## src/rtl/biu_controller_if.sv

```systemverilog
// Bus interfaces used by biu_controller.
//
// biu_master_if : requesting device <-> BIU
//   address, data_out, rnw, en   device -> BIU (request)
//   data_in, data_valid, busy    BIU -> device (response)
// biu_slave_if  : BIU <-> memory-mapped slave
//   address, data_out, rnw, en   BIU -> slave (request replay)
//   data_in, data_valid          slave -> BIU (completion)

interface biu_master_if #(
    parameter int ADDR_WIDTH = 32,
    parameter int DATA_WIDTH = 32
);
    logic [ADDR_WIDTH-1:0] address;
    logic [DATA_WIDTH-1:0] data_out;
    logic                  rnw;
    logic                  en;
    logic [DATA_WIDTH-1:0] data_in;
    logic                  data_valid;
    logic                  busy;

    modport biu (
        input  address, data_out, rnw, en,
        output data_in, data_valid, busy
    );

    modport dev (
        output address, data_out, rnw, en,
        input  data_in, data_valid, busy
    );
endinterface

interface biu_slave_if #(
    parameter int ADDR_WIDTH = 32,
    parameter int DATA_WIDTH = 32
);
    logic [ADDR_WIDTH-1:0] address;
    logic [DATA_WIDTH-1:0] data_out;
    logic                  rnw;
    logic                  en;
    logic [DATA_WIDTH-1:0] data_in;
    logic                  data_valid;

    modport biu (
        output address, data_out, rnw, en,
        input  data_in, data_valid
    );

    modport dev (
        input  address, data_out, rnw, en,
        output data_in, data_valid
    );
endinterface

```

## src/rtl/biu_controller.sv

```systemverilog
// Bus interface unit: accepts single read/write requests from one device,
// replays each on the slave bus, waits for the slave completion (or a
// programmable timeout) and returns read data to the device.
//
// Ports:
//   clk          system clock, rising edge
//   n_rst        asynchronous active-low reset
//   master       biu_master_if.biu - request side
//   slave        biu_slave_if.biu  - slave side
//   timeout_err  one-cycle pulse when a transfer is aborted by timeout
//   dbg_state    current FSM state (0 IDLE, 1 REQ, 2 WAIT, 3 RESP)
//
// Handshake: the device may present a request (master.en=1) whenever
// busy=0; the request is taken on that clock edge only in IDLE or RESP.
// While busy=1 master.en is ignored and must be re-presented later.
// The BIU raises slave.en for exactly one cycle per transfer; the slave
// completes with slave.data_valid=1 for one cycle, no earlier than the
// cycle after slave.en. Reads return with master.data_valid=1 in the cycle
// busy falls; writes complete silently when busy falls.

module biu_controller #(
    parameter int ADDR_WIDTH     = 32,
    parameter int DATA_WIDTH     = 32,
    parameter int TIMEOUT_CYCLES = 16,
    parameter logic [DATA_WIDTH-1:0] ERROR_DATA = DATA_WIDTH'(32'hDEADBEEF)
) (
    input  logic        clk,
    input  logic        n_rst,
    biu_master_if.biu   master,
    biu_slave_if.biu    slave,
    output logic        timeout_err,
    output logic [1:0]  dbg_state
);

    typedef enum logic [1:0] {
        S_IDLE = 2'd0,
        S_REQ  = 2'd1,
        S_WAIT = 2'd2,
        S_RESP = 2'd3
    } state_e;

    // Counter wide enough to hold TIMEOUT_CYCLES; at least one bit so a
    // disabled timeout still gives a legal vector.
    localparam int CNT_W = (TIMEOUT_CYCLES > 0) ? $clog2(TIMEOUT_CYCLES + 1) : 1;
    localparam logic [CNT_W-1:0] CNT_LAST =
        CNT_W'((TIMEOUT_CYCLES > 0) ? (TIMEOUT_CYCLES - 1) : 0);

    state_e                state_q, state_d;
    logic [CNT_W-1:0]      cnt_q, cnt_d;
    logic [ADDR_WIDTH-1:0] addr_q, addr_d;
    logic [DATA_WIDTH-1:0] wdata_q, wdata_d;
    logic                  rnw_q, rnw_d;
    logic                  sen_q, sen_d;
    logic                  busy_q, busy_d;
    logic                  dv_q, dv_d;
    logic [DATA_WIDTH-1:0] rdata_q, rdata_d;
    logic                  terr_q, terr_d;

    logic accept;
    logic timeout_hit;

    // A new request is taken only when the unit is not busy.
    assign accept      = master.en && ((state_q == S_IDLE) || (state_q == S_RESP));
    assign timeout_hit = (TIMEOUT_CYCLES != 0) && (cnt_q == CNT_LAST);

    // State and output registers
    always_ff @(posedge clk or negedge n_rst) begin
        if (!n_rst) begin
            state_q <= S_IDLE;
            cnt_q   <= '0;
            addr_q  <= '0;
            wdata_q <= '0;
            rnw_q   <= 1'b0;
            sen_q   <= 1'b0;
            busy_q  <= 1'b0;
            dv_q    <= 1'b0;
            rdata_q <= '0;
            terr_q  <= 1'b0;
        end else begin
            state_q <= state_d;
            cnt_q   <= cnt_d;
            addr_q  <= addr_d;
            wdata_q <= wdata_d;
            rnw_q   <= rnw_d;
            sen_q   <= sen_d;
            busy_q  <= busy_d;
            dv_q    <= dv_d;
            rdata_q <= rdata_d;
            terr_q  <= terr_d;
        end
    end

    // Next-state logic
    always_comb begin
        state_d = state_q;
        case (state_q)
            S_IDLE: if (accept) state_d = S_REQ;
            S_REQ:  state_d = S_WAIT;
            S_WAIT: if (slave.data_valid || timeout_hit) state_d = S_RESP;
            S_RESP: state_d = accept ? S_REQ : S_IDLE;
            default: state_d = S_IDLE;
        endcase
    end

    // Output logic: next values of the registered outputs. Strobes derive
    // from the next state so they line up with the state they describe.
    always_comb begin
        cnt_d   = cnt_q;
        addr_d  = addr_q;
        wdata_d = wdata_q;
        rnw_d   = rnw_q;
        rdata_d = rdata_q;
        dv_d    = 1'b0;
        terr_d  = 1'b0;
        sen_d   = (state_d == S_REQ);
        busy_d  = (state_d == S_REQ) || (state_d == S_WAIT);

        if (accept) begin
            addr_d  = master.address;
            wdata_d = master.data_out;
            rnw_d   = master.rnw;
        end

        case (state_q)
            S_REQ: cnt_d = '0;
            S_WAIT: begin
                // Slave completion takes priority over a coincident timeout.
                if (slave.data_valid) begin
                    if (rnw_q) begin
                        rdata_d = slave.data_in;
                        dv_d    = 1'b1;
                    end
                end else if (timeout_hit) begin
                    terr_d = 1'b1;
                    if (rnw_q) begin
                        rdata_d = ERROR_DATA;
                        dv_d    = 1'b1;
                    end
                end else begin
                    cnt_d = cnt_q + CNT_W'(1);
                end
            end
            default: ;
        endcase
    end

    assign master.data_in    = rdata_q;
    assign master.data_valid = dv_q;
    assign master.busy       = busy_q;
    assign slave.address     = addr_q;
    assign slave.data_out    = wdata_q;
    assign slave.rnw         = rnw_q;
    assign slave.en          = sen_q;
    assign timeout_err       = terr_q;
    assign dbg_state         = state_q;

endmodule

```

## src/flat_wrapper.sv

```systemverilog
// flat-port wrapper written by rule: the top's interface ports become plain ports
module biu_controller_flat 
#(
    parameter int ADDR_WIDTH     = 32,
    parameter int DATA_WIDTH     = 32,
    parameter int TIMEOUT_CYCLES = 16,
    parameter logic [DATA_WIDTH-1:0] ERROR_DATA = DATA_WIDTH'(32'hDEADBEEF)
)
  (clk, n_rst, timeout_err, dbg_state, master_address, master_data_out, master_rnw, master_en, master_data_in, master_data_valid, master_busy, slave_address, slave_data_out, slave_rnw, slave_en, slave_data_in, slave_data_valid);
  biu_master_if #(.ADDR_WIDTH(ADDR_WIDTH), .DATA_WIDTH(DATA_WIDTH)) master_i ();
  biu_slave_if #(.ADDR_WIDTH(ADDR_WIDTH), .DATA_WIDTH(DATA_WIDTH)) slave_i ();
  input  logic clk;
  input  logic n_rst;
  output logic timeout_err;
  output logic [1:0] dbg_state;
  input wire logic [$bits(master_i.address)-1:0] master_address;
  input wire logic [$bits(master_i.data_out)-1:0] master_data_out;
  input wire logic [$bits(master_i.rnw)-1:0] master_rnw;
  input wire logic [$bits(master_i.en)-1:0] master_en;
  output wire logic [$bits(master_i.data_in)-1:0] master_data_in;
  output wire logic [$bits(master_i.data_valid)-1:0] master_data_valid;
  output wire logic [$bits(master_i.busy)-1:0] master_busy;
  output wire logic [$bits(slave_i.address)-1:0] slave_address;
  output wire logic [$bits(slave_i.data_out)-1:0] slave_data_out;
  output wire logic [$bits(slave_i.rnw)-1:0] slave_rnw;
  output wire logic [$bits(slave_i.en)-1:0] slave_en;
  input wire logic [$bits(slave_i.data_in)-1:0] slave_data_in;
  input wire logic [$bits(slave_i.data_valid)-1:0] slave_data_valid;
  assign master_i.address = master_address;
  assign master_i.data_out = master_data_out;
  assign master_i.rnw = master_rnw;
  assign master_i.en = master_en;
  assign master_data_in = master_i.data_in;
  assign master_data_valid = master_i.data_valid;
  assign master_busy = master_i.busy;
  assign slave_address = slave_i.address;
  assign slave_data_out = slave_i.data_out;
  assign slave_rnw = slave_i.rnw;
  assign slave_en = slave_i.en;
  assign slave_i.data_in = slave_data_in;
  assign slave_i.data_valid = slave_data_valid;
  biu_controller #(.ADDR_WIDTH(ADDR_WIDTH), .DATA_WIDTH(DATA_WIDTH), .TIMEOUT_CYCLES(TIMEOUT_CYCLES), .ERROR_DATA(ERROR_DATA)) u_core (.clk(clk), .n_rst(n_rst), .master(master_i), .slave(slave_i), .timeout_err(timeout_err), .dbg_state(dbg_state));
endmodule
```

## config.mk

```make
export PLATFORM = sky130hd
export DESIGN_NAME = biu_controller_flat
export DESIGN_NICKNAME = d
export VERILOG_FILES = /design/src/rtl/biu_controller_if.sv /design/src/rtl/biu_controller.sv /design/src/flat_wrapper.sv
export SDC_FILE = /design/constraint.sdc
export NUM_CORES = 1
export LEC_CHECK = 0
export CORE_MARGIN = 5
export CORE_UTILIZATION = 40
export DETAILED_ROUTE_END_ITERATION = 10
export GPL_TIMING_DRIVEN = 0
export PLACE_DENSITY = 0.76
export RECOVER_POWER = 100
export SLEW_MARGIN = 25
export SYNTH_ARGS = -nofsm -noshare
export SYNTH_HDL_FRONTEND = slang
export SYNTH_SLANG_ARGS = --single-unit
```

## constraint.sdc

```tcl
create_clock -name clk -period 2.45 [get_ports clk]
set_clock_uncertainty 0.2 [all_clocks]
set_input_delay 0.6125 -clock clk [delete_from_list [all_inputs] [get_ports clk]]
set_output_delay 0.6125 -clock clk [all_outputs]
set_load 0.005 [all_outputs]
```

## Word level (Yosys, flattened, before mapping)

Index checks and enable logic that the tools add are counted.

| word-level totals | value |
|---|---|
| memory bits (read-only) | 0 |
| input port bits | 101 |
| memories kept | 0 |
| memory bits (writable) | 0 |
| logic and storage cells | 46 |
| bits in latches | 0 |
| bits in registers | 108 |

| cells by class | value |
|---|---|
| multipliers | 0 |
| order comparisons | 0 |
| eq/ne operators | 8 |
| shifts and indexed selects | 0 |
| reductions and logical operators | 9 |
| $add $sub $neg | 1 |
| muxes and demuxes | 18 |
| divide/modulo/power cells | 0 |
| bitwise operators | 0 |

Operator list:

| operator | count |
|---|---|
| $mux 32 | 4 |
| $mux 5 | 2 |
| $pmux 5 s2 | 1 |
| $mux 1 | 8 |
| $pmux 2 s4 | 1 |
| $eq 2x2->1 const B | 3 |
| $reduce_and 3->1 | 2 |
| $add 5x1->5 const B | 1 |
| $eq 5x4->1 const B | 1 |
| $eq 2x1->1 const B | 2 |
| $mux 2 | 2 |
| $ne 2x2->1 const B | 2 |
| $reduce_bool 2->1 | 2 |
| $logic_or 1x1->1 | 3 |
| $logic_not 2->1 | 1 |
| $logic_and 1x1->1 | 1 |

## Depth between registers and ports, before layout

| depth | value |
|---|---|
| depth after elaboration | 7 |
| depth in mapped cells | 9 |
| depth with buffers taken out | 8 |

## Worst setup path after synthesis

OpenSTA, ideal clock, no wires.

| timing path | value |
|---|---|
| kind | flip-flop to flip-flop |
| start | reg u_core.cnt_q[0] |
| end | reg u_core.busy_q, in the netlist u_core.master.busy |
| library setup time | 0.113 ns |
| required time | 2.137 ns |
| cell stages (with the launch flop) | 9 |
| period minus slack after synthesis | 1.977 ns |
| arrival time | 1.665 ns |
| setup slack | 0.473 ns |
| cells stage by stage | dfrtp_1 > ha_1 > and3_1 > ha_1 > or2_4 > nand2_1 > o211ai_1 > ha_1 > inv_1 |

| on the way | value |
|---|---|
| longest elaborated chain between the ends | 6 |

Ends and longest elaborated chain:

| item | RTL line | RTL |
|---|---|---|
| start, declared | biu_controller.sv:49 | `logic [CNT_W-1:0] cnt_q, cnt_d;` |
| start signal, assigned | biu_controller.sv:81 | `cnt_q <= cnt_d;` |
| $eq 5x4->1 * | biu_controller.sv:64 | `assign timeout_hit = (TIMEOUT_CYCLES != 0) && (cnt_q == CNT_LAST);` |
| $logic_or 1x1->1 * | biu_controller.sv:99 | `S_WAIT: if (slave.data_valid \|\| timeout_hit) state_d = S_RESP;` |
| $mux 2 * | biu_controller.sv:99 |  |
| $pmux 2 s4 * | biu_controller.sv:96 | `case (state_q)` |
| $eq 2x1->1 or $eq 2x2->1 (tied branches) | biu_controller.sv:116 | `busy_d = (state_d == S_REQ) \|\| (state_d == S_WAIT);` |
| $logic_or 1x1->1 * | biu_controller.sv:116 |  |
| via u_core.busy_d | biu_controller.sv:54 | `logic busy_q, busy_d;` |
| end signal, assigned | biu_controller.sv:86 | `busy_q <= busy_d;` |
| end, declared | biu_controller.sv:54 |  |

Mark *: on every way through the listed nets, which the timed path passes. The rest lies on a longest branch.
A chain may end at the register's enable or synchronous reset.

## Worst setup path after layout

| timing path | value |
|---|---|
| start | reg u_core.state_q[0], in the netlist u_core.dbg_state[0] |
| end | out dbg_state[0] |

RTL lines:

| item | RTL line | RTL |
|---|---|---|
| start, declared | biu_controller.sv:48 | `state_e state_q, state_d;` |
| start signal, assigned | biu_controller.sv:80 | `state_q <= state_d;` |
| end, declared | flat_wrapper.sv:15 | `output logic [1:0] dbg_state;` |

No word-level cell between the ends.

==> results.toml <==
[finish]
final_design_area_no_fill_um2 = 6770
final_cell_count_no_fill = 693
antennaDiodeCount = 0
n_fill_cell = 877
layout-drive-gt1-share = 0.175
nNetsFinal = 656
areaGrowthSynthToFinish_pct = 53.9

[placed_design]
detailedPlacementHpwl_um = 8860
placement.cell_area_um2 = 6620
numPlacedInstances = 677
finalWeightedCongestion = 0.754
input_output_buffers = 202

[synthesis]
mappedNetlistNets = 442
post-synth-top-area-fraction = 0.615
ys.warnings.count = 0
synthesis.area_um2 = 4400
synth_top_cells_by_area = "dfrtp_1 (61%), mux2_2 (17%), nand2_1 (3.8%)"
synth_seq_cells = 108
synth_sequential_area_ratio = 0.615
synth.largest_area_cell = "dfrtp_1"
netlist_instances = 334
syn-mean-instance-area_um2 = 13.2
post_synth_num_cell_types = 27

[clocking]
clock_sink_count = 108
max-clock-path-buffers = 2
clock_insertion_delay_worst_skew_ns = 0.36
clock_tree_from_tritoncts = "yes"
clockRootBuffer = "clkbuf_8"
cts_inserted_buffers = 9
holdBufCountCts = 0
cts_resized = 0
cts-htree-levels = 3
post_cts_setup_buffers = 0
cts.reportedPaths.clkPinSlew_ns = 0.10

[setup_path]
highest_cell_delay_on_the_worst_timing_path_ns = 0.62
path_cells = "dlygate4sd3_1"
critical_path_class = "reg -> out"
crit_path_end_kind = "output port"
crit_family = "buffers and inverters"
critPathBufInv = 1
worstPathMaxFanout = 5
reg2reg_slack_ns = 0.28
crit_path_top_delay_cell = "dlygate4sd3_1"
startpoint_type = "flip-flop"
worst_ep_arrival_ns = 1.42
ff2ff_path_depth = 5
regToRegEndpoint = "u_core.slave.data_out[29]"
worstReg2RegStart = "u_core.dbg_state[0]"
worst-endpoint-required_ns = 1.64

[timing]
relSlewSlack = -0.0632
final_hold_viol_count = 0
final-max-slew-violation-count = 64
fin_setup_tns_ns = 0
finalCritPeriodShare = 0.910
setup_violations = 0
rsz0062_at_grt = "no"
max_clock_freq_mhz = 449
worst_pin_slew_ns = 1.59
final_period_minus_worst_setup_slack_ns = 2.23

[detailed_routing]
detail_route.drc_violations = 0
via_count = 3274
vias_per_cell = 4.72
drt.antenna.violating_nets = 0
routedWlPerCell_um = 16.1
routed_wl_um = 11200
first_pass_iters = 4
drt-initial-drc-count = 141

[global_routing]
grt_first_pass_wirelength_um = 17900
grt_pass1_vias = 3474
grt.overflow.total = 0
global_route.usage.total = 0.174
grt_antenna_before_repair = 0
pin_count_of_the_biggest_net_entering_global_routing = 65

[die]
initial_utilization = 0.407
dieArea_um2 = 13200
io-pin-count = 204
coreArea_um2 = 10800
die_h_um = 115
die_width_um = 115
core.rowCount = 38

[power]
total_leakage_power_uw = 0.00297
power_density_nw_per_um2 = 1110
max-vdd-ir-drop_uv = 614
p_total_uw = 7520

[min_path]
whs_path_depth = 2
hold_path_end = "u_core.master.data_in[9]"
min_path_type = "reg -> reg"
worst_hold_startpoint = "u_core.master.data_in[9]"

[status]
failing_checks = "max-capacitance violations, max-slew violations"
run_status = "complete, but fails checks"

[run]
timing.max_cap.violations = 1
## cell families after synthesis
group                      after synthesis  share of synthesized area
AOI/OAI and AO/OA                       41                     0.0509
xor gates and xnor gates                 2                    0.00398
adders and majority gates                7                     0.0199
buffers and inverters                   26                     0.0435
DFF                                    108                      0.615
muxes                                   68                      0.173
and+or+nand+nor                         82                     0.0936
## sequential cells by signal, indices dropped and copies added (netlist names)
signal and flops:
u_core.slave.en 1, u_core.dbg_state 2, u_core.slave.address 32, u_core.timeout_err 1, u_core.master.data_in 32, u_core.slave.data_out 32, u_core.slave.rnw 1, u_core.cnt_q 5
u_core.master.data_valid 1, u_core.master.busy 1
## cell usage in the layout (no fill, tap or decap), drive strengths merged
| master | n |
|---|---|
| o21ai | 35 |
| dlygate4sd3 | 103 |
| xnor2 | 1 |
| or2 | 1 |
| o211ai | 3 |
| nand3 | 1 |
| nor4b | 1 |
| or3 | 1 |
| nor2b | 26 |
| clkinv | 2 |
| a21o | 2 |
| xor2 | 1 |
| mux2 | 65 |
| clkbuf | 23 |
| nand2 | 45 |
| dfrtp | 108 |
| nor3b | 3 |
| clkinvlp | 2 |
| o22ai | 1 |
| nor2 | 2 |
| clkdlybuf4s50 | 98 |
| inv | 8 |
| nand2b | 1 |
| and3 | 1 |
| mux2i | 3 |
| ha | 7 |
| buf | 9 |
## routing by layer
layer  part of all wire  track usage  up-vias  wire (um)
met3              0.067       0.0421       12        747
li1                   -            -     1548          -
met4              0.017       0.0696        0        185
met2               0.54        0.304      103       6020
met1               0.38        0.206     1611       4230
met5                  0            0        -          0
## worst max path at each step
stage / endpoint / startpoint / cells past startpoint / slack, ns
6_report: dbg_state[0] / u_core.dbg_state[0] / 1 / 0.22
5_1_grt: u_core.master.busy / u_core.dbg_state[0] / 9 / 0.12
4_1_cts: u_core.master.busy / u_core.dbg_state[0] / 9 / 0.24
3_5_place_dp: u_core.master.busy / master_en / 8 / 0.009
3_3_place_gp: u_core.master.data_in[11] / n_rst / 1 / -3.46
2_1_floorplan: u_core.master.busy / u_core.cnt_q[0] / 8 / 0.47
## stage by stage
step | setup WS, ns | util | hold slack (ns)
detailed placement | 0.00933 | 0.614 | 0.273
finish | 0.220 | 0.627 | 0.282
global route | 0.121 | 0.627 | 0.317
global placement | -3.46 | 0.611 | 0.264
CTS | 0.240 | 0.631 | 0.0277
floorplan | 0.473 | - | 0.117
## report_power, final
part,switching [uW],internal (uW),total (uW)
clock network,600,426,1030
logic,1290,2160,3460
registers,396,2640,3040
## layout make-up
cell class              instances  area, um2  share of cell area
well taps                     140        175              0.0259
inverters                       7       26.3             0.00388
clock inverters                 5       33.8             0.00499
flip-flops and latches        108       2700               0.399
repair buffers                203       2040               0.302
multi-input cells             200       1500               0.221
clock buffers                  11        151              0.0224
plain buffers                  19        136              0.0202
## cell usage after synthesis
cell type and number:
dfrtp_1 108, o22ai_1 1, xor2_1 1, clkbuf_1 4, nor3b_1 3, buf_2 3, nand2_1 45, nor2_1 2
buf_6 12, nor2b_1 25, xnor2_1 1, inv_1 7, or2_4 1, o21ai_0 28, ha_1 7, a21o_1 2
nand3_1 1, o211ai_2 1, o211ai_1 2, nor2b_2 1, nor4b_2 1, or3_1 1, nand2b_1 1, o21ai_1 7
mux2_2 65, and3_1 1, mux2i_1 3
Power figures use the tool's default switching activity.
==> RTL change 1: new RTL, same flow settings <==
`DATA_WIDTH` is set to 32 in 4 places; all go to 64.
--- a/src/rtl/biu_controller_if.sv
+++ b/src/rtl/biu_controller_if.sv
@@ -9,7 +9,7 @@
 
 interface biu_master_if #(
     parameter int ADDR_WIDTH = 32,
-    parameter int DATA_WIDTH = 32
+    parameter int DATA_WIDTH = 64
 );
     logic [ADDR_WIDTH-1:0] address;
     logic [DATA_WIDTH-1:0] data_out;
@@ -32,7 +32,7 @@
 
 interface biu_slave_if #(
     parameter int ADDR_WIDTH = 32,
-    parameter int DATA_WIDTH = 32
+    parameter int DATA_WIDTH = 64
 );
     logic [ADDR_WIDTH-1:0] address;
     logic [DATA_WIDTH-1:0] data_out;
--- a/src/rtl/biu_controller.sv
+++ b/src/rtl/biu_controller.sv
@@ -20,7 +20,7 @@
 
 module biu_controller #(
     parameter int ADDR_WIDTH     = 32,
-    parameter int DATA_WIDTH     = 32,
+    parameter int DATA_WIDTH     = 64,
     parameter int TIMEOUT_CYCLES = 16,
     parameter logic [DATA_WIDTH-1:0] ERROR_DATA = DATA_WIDTH'(32'hDEADBEEF)
 ) (
--- a/src/flat_wrapper.sv
+++ b/src/flat_wrapper.sv
@@ -2,7 +2,7 @@
 module biu_controller_flat 
 #(
     parameter int ADDR_WIDTH     = 32,
-    parameter int DATA_WIDTH     = 32,
+    parameter int DATA_WIDTH     = 64,
     parameter int TIMEOUT_CYCLES = 16,
     parameter logic [DATA_WIDTH-1:0] ERROR_DATA = DATA_WIDTH'(32'hDEADBEEF)
 )
Ports: changed (resized master_data_in, master_data_out, slave_data_in and slave_data_out); port bits go from 204 to 332. The function was not compared with the original's and may differ.
==> RTL change 1 against the unedited design <==
- critical path depth up 5
- register-to-register slack worse by 0.15 ns
- design area up 63%
- sequential cell count up 64
- global-route usage up 2.7 points
- synthesized area up 56%
- worst setup slack worse by 0.086 ns
- sequential power up 56%
- power up 70%
- core utilization up 3.4 points
- via count up 63%
- wire length up 78%
- count of clock-buffer cells in the layout up 6
==> RTL change 1: results (changes against the unedited design) <==
drive_gt1_share_pct: 15.9  # -1.7 points
yosys-top-cells-count: "172 x dfrtp_1, 109 x nand2_1, 78 x mux2_2"
run_status: "complete, no violations"
min-delay-start: "u_core.master.data_in[5]$_DFFE_PN0P_"
fmax_mhz: 432  # -3.7%
stdcell_count: 1127  # +63%
final-clk-cell-share_pct: 5.49  # +2.8 points
maxSlewHeadroom_pct: 53.5  # +60 points
n_all_buffers: 368  # +66%
wire_per_inst_um: 17.7  # +9.6%
cts_buffers: 17  # +8
synth_seq_area_share_pct: 62.8  # +1.3 points
buffer_area_share_pct: 32.3  # +0.050 points
rr_startpoint: "u_core.dbg_state[0]$_DFF_PN0_"
path_class: "reg2reg"
hold_path.class: "reg2reg"
cts_root_buf: "clkbuf_16"
r2r_cells: 6  # +1
dp_hpwl_um: 15300  # +72%
worstHoldEndpoint: "u_core.master.data_in[5]$_DFFE_PN0P_"
grt_pass1_wl_um: 31100  # +74%
multi_input_area_share_pct: 20.5  # -1.6 points
ys_types: 28  # +3.7%
slowest_delay_ns: 0.45  # -0.17 ns
syn-cell-area_sq_mm: 0.00685  # +56%
ys_top_cells_by_area: "dfrtp_1 63%, mux2_2 13%, nand2_1 6.0%"
clkTransAtPathRegs_ns: 0.07  # -0.03 ns
grt_pass1_vias: 5545  # +60%
peakVddDrop_v: 0.000561  # -8.6%
grt_start_max_net_pins: 74  # +14%
track_usage_pct: 20.1  # +2.7 points
crit_fanout: 10  # +5
gp_congestion: 0.808  # +7.2%
p_comb_share_pct: 41.3  # -4.7 points
timing.rr.end: "u_core.slave.address[28]$_DFFE_PN0P_"
fin_hold_ws_ns: 0.271  # -0.0110 ns
placed_cell_area_sq_mm: 0.0105  # +59%
p_leak_nw: 4.92  # +66%
synth_nets: 712  # +61%
pre_cts_ws_ns: -0.131  # -0.141 ns
via_per_inst: 4.73  # +0.16%
ctsHtreeMaxLevel: 4  # +1
seq_cell_count: 172  # +59%
clock_latency_ns: 0.42  # +0.06 ns
p_total_mw: 12.8  # +70%
crit_slowest_cell: "clkbuf_1"
p_clk_mw: 2.76  # +170%
sh_seq_area_pct: 39.0  # -0.94 points
ctsHoldBuffers: 1  # +1
antenna_found_initial: 0  # unchanged
r2r_slack_ns: 0.13  # -0.15 ns
fill_cells: 1334  # +52%
p_per_area_mw_per_mm2: 1160  # +4.4%
critPathArrivalTime_ns: 2.42  # +1.00 ns
io_buffers: 331  # +64%
avgSynthCellArea_sq_um: 12.7  # -3.6%
multi_input_gates: 328  # +64%
-- RTL change 1: cell types whose count changed after synthesis, sizes merged --
| cell | delta |
|---|---|
| dfrtp | +64 |
| nand2 | +64 |
| mux2 | +32 |
| o21ai | +32 |
| buf | +11 |
| clkbuf | +3 |
-- RTL change 1: routing by layer --
metal  global-route usage (%)  wire length [um]  vias to the layer above
met4                     9.13               742                        0
met3                     5.86              1370                       44
li1                         -                 -                     2530
met2                     33.6              9940                      216
met1                     24.1              7870                     2543
met5                        0                 0                        -
-- RTL change 1: worst max-delay path: cells and delay by family (launching register included) --
family / cells / cell delay (ns)
DFF: 1 / 0.41
muxes: 1 / 0.41
adders and majority gates: 1 / 0.33
buffers and inverters: 3 / 0.69
and+or+nand+nor: 1 / 0.15
-- RTL change 1: cell families after synthesis --
kind of cell	share of synthesized area, %
muxes	17.4
AOI/OAI and AO/OA	5.60
and+or+nand+nor	9.35
xor gates and xnor gates	0.256
buffers and inverters	3.30
adders and majority gates	1.28
DFF	62.8
==> RTL change 2: new RTL, config.mk and constraints unchanged <==
Without the edit above. Reset style: synchronous (`n_rst`), changed in one clocked block. Comments in the files are not updated.
--- a/src/rtl/biu_controller.sv
+++ b/src/rtl/biu_controller.sv
@@ -64,7 +64,7 @@
     assign timeout_hit = (TIMEOUT_CYCLES != 0) && (cnt_q == CNT_LAST);
 
     // State and output registers
-    always_ff @(posedge clk or negedge n_rst) begin
+    always_ff @(posedge clk) begin
         if (!n_rst) begin
             state_q <= S_IDLE;
             cnt_q   <= '0;
Behaviour: differs if n_rst is asserted again (counterexample within 4 cycles, from zero or initial values and one cycle with n_rst low); with n_rst held inactive, the same outputs for 10 cycles.
==> RTL change 2 against the unedited design <==
- design area fell by 2.5%
- sequential cell count unchanged
- hold slack lost 0.020 ns
- fmax down 2.8%
- critical path depth rose by 6
- die area is 4.8% lower
- synthesized area is 5.3% lower
- wire length rose by 9.8%
- worst setup slack got worse by 0.065 ns
- global-route usage rose by 1.8 points
- critical path type is now reg2reg
- largest cell class is now non-clock buffers
- highest routed layer unchanged
Power is not compared: it rests on default switching activity, and its combinational part moved more than twofold at a synthesized area within 25%.
==> RTL change 2: results (changes against the unedited design) <==
run_status: "complete, no violations"
track_usage_pct: 19.2  # +1.8 points
wire_per_inst_um: 15.1  # -6.3%
gp_congestion: 0.811  # +7.7%
crit_start: "u_core.cnt_q[0]$_SDFFE_PN0P_"
pre_cts_ws_ns: -0.103  # -0.113 ns
crit_slowest_cell: "or3_1"
critPathArrivalTime_ns: 2.38  # +0.96 ns
synth_seq_area_share_pct: 51.9  # -9.5 points
maxSlewHeadroom_pct: 55.5  # +62 points
grt_start_max_net_pins: 18  # -72%
netlist_instances: 458  # +37%
ys_types: 29  # +7.4%
synth_compound_area_share_pct: 20.3  # +15 points
drt-initial-drc-count: 185  # +31%
drive_gt1_share_pct: 3.99  # -14 points
synth_nets: 566  # +28%
synthAdderAreaFrac_pct: 2.10  # +0.11 points
via_per_inst: 4.84  # +2.4%
crit_family: "simple AND/OR/NAND/NOR gates"
drt-met1-wl_um: 4910  # +16%
drt-total-wl_um: 12300  # +9.8%
nNetsFinal: 779  # +19%
muxShareOfSynthArea_pct: 0.240  # -17 points
slowest_delay_ns: 0.37  # -0.25 ns
r2r_cells: 7  # +2
min-delay-start: "u_core.slave.data_out[18]$_SDFFE_PN0P_"
yosys_most_used_dff: "dfxtp_1"
synthXorXnorAreaFrac_pct: 0.210  # -0.19 points
placed_cell_area_sq_mm: 0.00636  # -4.0%
crit_fanout: 8  # +3
fin_hold_ws_ns: 0.262  # -0.0198 ns
dp_hpwl_um: 9720  # +9.7%
r2r_slack_ns: 0.16  # -0.12 ns
grt_pass1_wl_um: 19900  # +11%
wl_met3_um: 1360  # +83%
yosys-top-cells-count: "139 x nand2_1, 108 x dfxtp_1, 73 x a21boi_0"
grt_pass1_vias: 4077  # +17%
ys_top_cells_by_area: "dfxtp_1 52%, a21boi_0 13%, nand2_1 13%"
RTL change 2: cell types whose count changed after synthesis, moves of 17 or more:
| cell | before | now |
|---|---|---|
| mux2_2 | 65 | 0 |
| a21boi_0 | 0 | 73 |
| nand2_1 | 45 | 139 |
| o211a_1 | 0 | 25 |
| dfrtp_1 | 108 | 0 |
| nand3b_1 | 0 | 24 |
| dfxtp_1 | 0 | 108 |
| nor2b_1 | 25 | 2 |
| clkbuf_1 | 4 | 21 |
| o21ai_0 | 28 | 1 |
RTL change 2: report_power, final:
group          internal, mW  leakage (nW)  total, mW  switching [mW]
registers              2.02         0.881       2.15           0.132
clock network         0.634         0.112       1.22           0.590
logic                 0.759          2.03       1.51           0.746
total                  3.41          3.03       4.88            1.47
RTL change 2: cell type report:
cell class	count	area (sq um)
Timing Repair Buffer	202	2020
Tap cell	136	170
Clock buffer	11	151
Multi-Input combinational cell	308	1830
Buffer	37	153
Sequential cell	108	2160
Inverter	5	18.8
Clock inverter	5	83.8
Fill cell	908	3640
RTL change 2: how the worst min path moves through the flow:
stage,end,cells after the start
2_1_floorplan,u_core.cnt_q[3]$_SDFFE_PN0P_,2
3_3_place_gp,u_core.master.data_in[29]$_SDFFE_PN0P_,2
3_5_place_dp,u_core.slave.data_out[12]$_SDFFE_PN0P_,2
4_1_cts,u_core.slave.data_out[12]$_SDFFE_PN0P_,2
5_1_grt,u_core.slave.data_out[18]$_SDFFE_PN0P_,2
6_report,u_core.slave.data_out[18]$_SDFFE_PN0P_,2
RTL change 2: layer usage:
metal  vias up  track usage [%]
met5         -                0
met4         0             5.05
met3        15             8.63
met2       178             33.0
met1      1773             21.9
li1       1962                -
